**src/rtl/fifo_ring.sv**
```systemverilog
// Circular-buffer FIFO, WIDTH bits x DEPTH entries, with enq/deq/first guards and occupancy count.
// Optional synchronous clear port pair enabled by defining FIFO_RING_CLEAR_EN.
module fifo_ring #(
  parameter int WIDTH = 32,
  parameter int DEPTH = 4
) (
  input  logic                     CLK,
  input  logic                     nRST,
  input  logic                     in_enq__ENA,
  input  logic [WIDTH-1:0]         in_enq_v,
  output logic                     in_enq__RDY,
  input  logic                     out_deq__ENA,
  output logic                     out_deq__RDY,
  output logic [WIDTH-1:0]         out_first,
  output logic                     out_first__RDY,
`ifdef FIFO_RING_CLEAR_EN
  input  logic                     in_clear__ENA,
  output logic                     in_clear__RDY,
`endif
  output logic [$clog2(DEPTH):0]   out_count
);

  localparam int ADDR_W = $clog2(DEPTH);
  localparam logic [ADDR_W:0] FULL_CNT = (ADDR_W+1)'(DEPTH);

  logic [WIDTH-1:0]  storage_q [DEPTH];
  logic [WIDTH-1:0]  storage_d [DEPTH];
  logic [ADDR_W-1:0] wr_ptr_q, wr_ptr_d;
  logic [ADDR_W-1:0] rd_ptr_q, rd_ptr_d;
  logic [ADDR_W:0]   count_q, count_d;
  logic              enq_fire, deq_fire, clear_fire;

  // Guards depend only on registered count, so no ENA->RDY path exists.
  assign in_enq__RDY    = (count_q != FULL_CNT);
  assign out_deq__RDY   = (count_q != '0);
  assign out_first__RDY = (count_q != '0);
  assign out_first      = storage_q[rd_ptr_q];
  assign out_count      = count_q;

  assign enq_fire = in_enq__ENA && in_enq__RDY;
  assign deq_fire = out_deq__ENA && out_deq__RDY;

`ifdef FIFO_RING_CLEAR_EN
  assign in_clear__RDY = 1'b1;
  assign clear_fire    = in_clear__ENA;
`else
  assign clear_fire    = 1'b0;
`endif

  always_comb begin
    storage_d = storage_q;
    wr_ptr_d  = wr_ptr_q;
    rd_ptr_d  = rd_ptr_q;
    count_d   = count_q;
    if (clear_fire) begin
      // Clear wins over enq/deq; concurrent enq data is dropped, storage kept.
      wr_ptr_d = '0;
      rd_ptr_d = '0;
      count_d  = '0;
    end else begin
      if (enq_fire) begin
        storage_d[wr_ptr_q] = in_enq_v;
        wr_ptr_d            = wr_ptr_q + 1'b1;
      end
      if (deq_fire) begin
        rd_ptr_d = rd_ptr_q + 1'b1;
      end
      if (enq_fire && !deq_fire) begin
        count_d = count_q + 1'b1;
      end else if (deq_fire && !enq_fire) begin
        count_d = count_q - 1'b1;
      end
    end
  end

  always_ff @(posedge CLK) begin
    if (!nRST) begin
      for (int i = 0; i < DEPTH; i++) begin
        storage_q[i] <= '0;
      end
      wr_ptr_q <= '0;
      rd_ptr_q <= '0;
      count_q  <= '0;
    end else begin
      for (int i = 0; i < DEPTH; i++) begin
        storage_q[i] <= storage_d[i];
      end
      wr_ptr_q <= wr_ptr_d;
      rd_ptr_q <= rd_ptr_d;
      count_q  <= count_d;
    end
  end

endmodule
```
**config.mk**
```make
export PLATFORM = sky130hd
export DESIGN_NAME = fifo_ring
export DESIGN_NICKNAME = d
export VERILOG_FILES = /design/src/rtl/fifo_ring.sv
export SDC_FILE = /design/constraint.sdc
export NUM_CORES = 1
export LEC_CHECK = 0
export CORE_ASPECT_RATIO = 2
export CORE_UTILIZATION = 50
export CTS_CLUSTER_SIZE = 25
export DETAILED_ROUTE_END_ITERATION = 16
export PLACE_DENSITY = 0.76
export SLEW_MARGIN = 20
export SYNTH_ARGS = -nofsm -noshare
export SYNTH_HDL_FRONTEND = slang
export SYNTH_SLANG_ARGS = --single-unit
```
**constraint.sdc**
```tcl
create_clock -name CLK -period 2.1 [get_ports CLK]
set_input_delay 0.21 -clock CLK [delete_from_list [all_inputs] [get_ports CLK]]
set_output_delay 0.21 -clock CLK [all_outputs]
set_load 0.005 [all_outputs]
```
-- After elaboration in Yosys (flattened, before gate mapping)
Index checks and enable logic that the tools add are counted.
- bits in latches: 0
- output and inout port bits: 38
- RAM bits: 0
- memory bits (read-only): 0
- memories kept: 0
- flip-flop bits (word level): 135
- word-level logic and storage cells: 34
- input bits: 36
- add/sub/neg operators: 4
- equality and inequality tests: 1
- shift operators: 0
- divide/modulo/power cells: 0
- bitwise operators: 2
- reductions and logical operators: 9
- muxes and demuxes: 8
- multiply operators: 0
- $lt $le $gt $ge: 3
- operators by type and width (cell ; count):
    $bwmux W128 ; 1
    $mux W32 ; 3
    $bmux W32 S2 ; 1
    $demux W32 S2 ; 1
    $ge A3 B3 Y1 const B ; 2
    $mux W3 ; 2
    $not A2 Y3 ; 2
    $logic_and A1 B1 Y1 ; 5
    $add A2 B1 Y2 const B ; 2
    $add A3 B1 Y3 const B ; 1
    $lt A3 B1 Y1 const B ; 1
    $ne A3 B3 Y1 const B ; 1
    $reduce_bool A3 Y1 ; 1
    $sub A3 B1 Y3 const B ; 1
    $logic_not A1 Y1 ; 2
    $reduce_bool A2 Y1 ; 1

-- Depth between registers and ports, before layout
- word-level depth: 6
- gate-level depth with buffers: 9
- gate-level depth less buffers: 8

-- Least setup slack after synthesis
No wires, ideal clock.
- kind: register -> register
- start point: reg count_q[0], in the netlist out_count[0]
- end point: reg count_q[2], in the netlist out_count[2]
- cell stages (with the launch flop): 10
- data required time: 2.024 ns
- arrival: 2.055 ns
- slack: -0.031 ns
- buffers on the path: 1
- cells stage by stage: dfxtp_1 or3b_1 buf_6 and2_1 ha_1 inv_1 fa_1 xor2_1 or3_1 a21boi_0
- cells in the longest elaborated chain, start to end: 5
- elaborated cells between the ends (all ways): 13
- classes of those cells: add/sub: 2; eq/ne: 1; mux: 2; reduce/logical: 8
- ends and longest elaborated chain (what ; RTL line ; RTL):
    start, declared ; 30 ; logic [ADDR_W:0] count_q, count_d;
    start signal, assigned ; 90 ; count_q <= count_d;
    $ne A3 B3 Y1 (*) ; 34 ; assign in_enq__RDY = (count_q != FULL_CNT);
    named net in_enq__RDY ; 11 ; output logic in_enq__RDY,
    $logic_and A1 B1 Y1 (*) ; 40 ; assign enq_fire = in_enq__ENA && in_enq__RDY;
    named net enq_fire ; 31 ; logic enq_fire, deq_fire, clear_fire;
    $logic_not A1 Y1 ; 70 ; end else if (deq_fire && !enq_fire) begin
    $logic_and A1 B1 Y1 ; 70 ;
    $reduce_bool A2 Y1 (no source line) ; n/a ;
Mark *: on every way through the listed nets, which the timed path passes. The rest lies on a longest branch. The select of a mux whose other input is x is not followed.
A chain may end at the register's enable or synchronous reset.

-- Worst setup path in the final report
- start point: reg rd_ptr_q[1]
- end point: out out_first[6]
- cells in the longest elaborated chain, start to end: 4
- ends and longest elaborated chain (what ; RTL line ; RTL):
    start, declared ; 29 ; logic [ADDR_W-1:0] rd_ptr_q, rd_ptr_d;
    start signal, assigned ; 89 ; rd_ptr_q <= rd_ptr_d;
    $not A2 Y3 (implied by the code) ; 37 ; assign out_first = storage_q[rd_ptr_q];
    $bmux W32 S2 ; 37 ;
    $mux W32 (implied by the code) (2 in a row) ; 37 ;
    end, declared ; 14 ; output logic [WIDTH-1:0] out_first,
Every way passes these cells. The select of a mux whose other input is x is not followed.

==> run metrics <==
Critical Path AT=1.82 ns; io pins=74; CP required=1.89 ns; EDFF count, synth=0; Initial Util=51.4%; first-pass GRT wire length=20,400 um; placement row count=56; Power Density=1110 nW/um^2; RePlAce Congestion=0.789; CP Launch Point=rd_ptr_q[1]$_SDFFE_PN0P_; register-to-register setup slack=0.12 ns; vias per inst=5.37; Avg Inst Size Synth=11.2 sq um; Placed Area=6680 sq um; DRC=0; antenna cells=0; final clock skew=0.00666 ns; total core area=11,700 sq um; crit share post-route=96.9%; post-route cell area=7370 sq um; Pins Over Slew Limit=0; CTS buffer count=17; CP max FO=13; hold path cells=3; antenna viol nets, final=0; Worst setup SP type=register; Tightest Pin Transition=0.678 ns; die width=79.5 um; die height=157 um; vias in the first global route=4,295; gr usage total=21.6%; R2R Path Start=out_count[2]$_SDFFE_PN0P_; Post-Synthesis Cells=536; peak supply drop=0.000659 V; Leak=2.78 nW; Max Freq=0.491 GHz; Iter 0 DRT Violations=180; TritonRoute pass-1 iters=4; hold_sp=nRST; CTS Root Cell=clkbuf_16; TritonCTS Sinks=135; top_reg_cell synth=dfxtp_1; Worst setup EP type=output pin; Max Root-Sink Buffers=2; pin count of the biggest net entering global routing=61; hold path endpoint=storage_q[8]$_SDFFE_PN0P_; clk_lat worst skew=0.41 ns; Hold WC Path Type=input pin to register; register bit total from synthesis=135; FFs w/ async S/R, synth=0%; Post-layout nets=641; WS Path Type=register to output pin; final setup fails=0; GR Overflow Total=0; Layout area overhead=22.6%; R2R depth=8; Ys Warns=0; TritonCTS clock tree=done; HPWL after DPL=7970 um; layout cells sized above 1=15.2%; outcome=complete, no violations; Net Count, Synth=578; initial antenna violation count=0; sequential fraction of the synthesis area=45.0%; final hold viol count=0; Final Non-Filler Cells=756; crit path time final=2.03 ns; Synth cell types=25; WL final=12,500 um; max_cap viols=0; WHS=0.244 ns; Mapped Area=6010 sq um; Die ar.=12,500 sq um; wire per inst=16.6 um; via count=4,061; clk slew on worst S/H paths=0.06 ns; worst r2r dst=out_count[2]$_SDFFE_PN0P_; CTS H-tree depth=4; placed cell count=722; PortBufs=73; Slew HR=54.8%
power breakdown:
part           internal (W)  switching, W  leakage [nW]  total, W
combinational       0.00107      0.000837          1.36   0.00190
sequential          0.00283      0.000197          1.10   0.00302
clock               0.00216       0.00111         0.319   0.00327
worst max path at each step:
| stage | to | slack [ns] | cells after the start |
|---|---|---|---|
| after floorplan | out_count[2]$_SDFFE_PN0P_ | 0.0009 | 9 |
| after global routing | out_count[2]$_SDFFE_PN0P_ | -0.007 | 8 |
| after global placement | out_count[2]$_SDFFE_PN0P_ | 0.004 | 8 |
| final | out_first[6] | 0.07 | 3 |
| after detailed placement | out_count[2]$_SDFFE_PN0P_ | -0.07 | 8 |
| after CTS | out_first[22] | -0.05 | 3 |
cells in the mapped netlist, types with 2 or more instances:
library cell | n | area share, %
nand2_1 | 163 | 10
dfxtp_1 | 135 | 45
mux2i_1 | 130 | 22
mux4_2 | 32 | 12
clkbuf_1 | 24 | 1.5
buf_12 | 12 | 4.0
buf_6 | 5 | 0.94
ha_1 | 5 | 1.0
and2_1 | 4 | 0.42
and3_4 | 4 | 0.75
buf_2 | 3 | 0.25
inv_1 | 3 | 0.19
xnor2_1 | 3 | 0.44
or3_1 | 2 | 0.21
final cells by class:
class                      count  area [sq um]
clock inverter                12           199
multi-input combinational    353          2910
timing repair buffer          89           897
clock buffer                  19           453
inverter                       3          11.3
sequential                   135          2720
tap                          145           181
fill                         954          4330
timing repair:
item	4_1_cts	5_1_grt
endpoints found under the setup margin	33	4
gates resized for setup	39	9
setup buffers	2	0
gates cloned	0	1
hold buffers	0	0
kinds of logic after synthesis:
| logic type | Yosys count | synth area share (%) |
|---|---|---|
| mux | 162 | 33.6 |
| xor+xnor | 4 | 0.583 |
| buf+inv | 48 | 6.99 |
| flops | 135 | 45.0 |
| fa+ha+maj | 6 | 1.37 |
| compound gates | 5 | 0.562 |
| simple gates | 176 | 11.9 |
worst max-delay path, stage by stage (launching register included):
cell	delay [ns]
dfxtp_4	0.41
buf_12	0.19
mux4_2	0.53
dlygate4sd2_1	0.28
through the flow:
stage	setup TNS (ns)	util, %	power [W]	worst slack [ns]
CTS	-0.0539	62.6	0.00821	-0.0519
global placement	0	57.1	0.00496	0.00371
global route	-0.00684	63.0	0.00855	-0.00684
finish	0	63.0	0.00819	0.0653
detailed placement	-0.0699	57.1	0.00502	-0.0699
floorplan	0	-	0.00433	0.000929
per-layer routing:
layer | part of all wire [%] | vias to the layer above | global-route usage [%]
met3 | 2.8 | 19 | 5.57
met4 | 2.4 | 0 | 8.05
li1 | - | 1958 | -
met1 | 40 | 2009 | 23.0
met5 | 0 | - | 0
met2 | 55 | 75 | 39.6
cell usage in the layout, fill, tap and decap left out, types with 4 or more instances in the layout:
cell             count
nand2_1            163
mux2i_1            130
dfxtp_1            130
clkdlybuf4s50_1     40
mux4_2              32
dlygate4sd2_1       29
clkbuf_16           18
buf_4               10
bufinv_16            5
buf_12               5
and3_4               4
ha_1                 4
dfxtp_4              4
sequential cells by signal (all words and copies together) (netlist names):
name / flops
rd_ptr_q: 2
out_count: 3
storage_q: 128
wr_ptr_q: 2
Note: power is estimated with default switching activity, not from simulation.
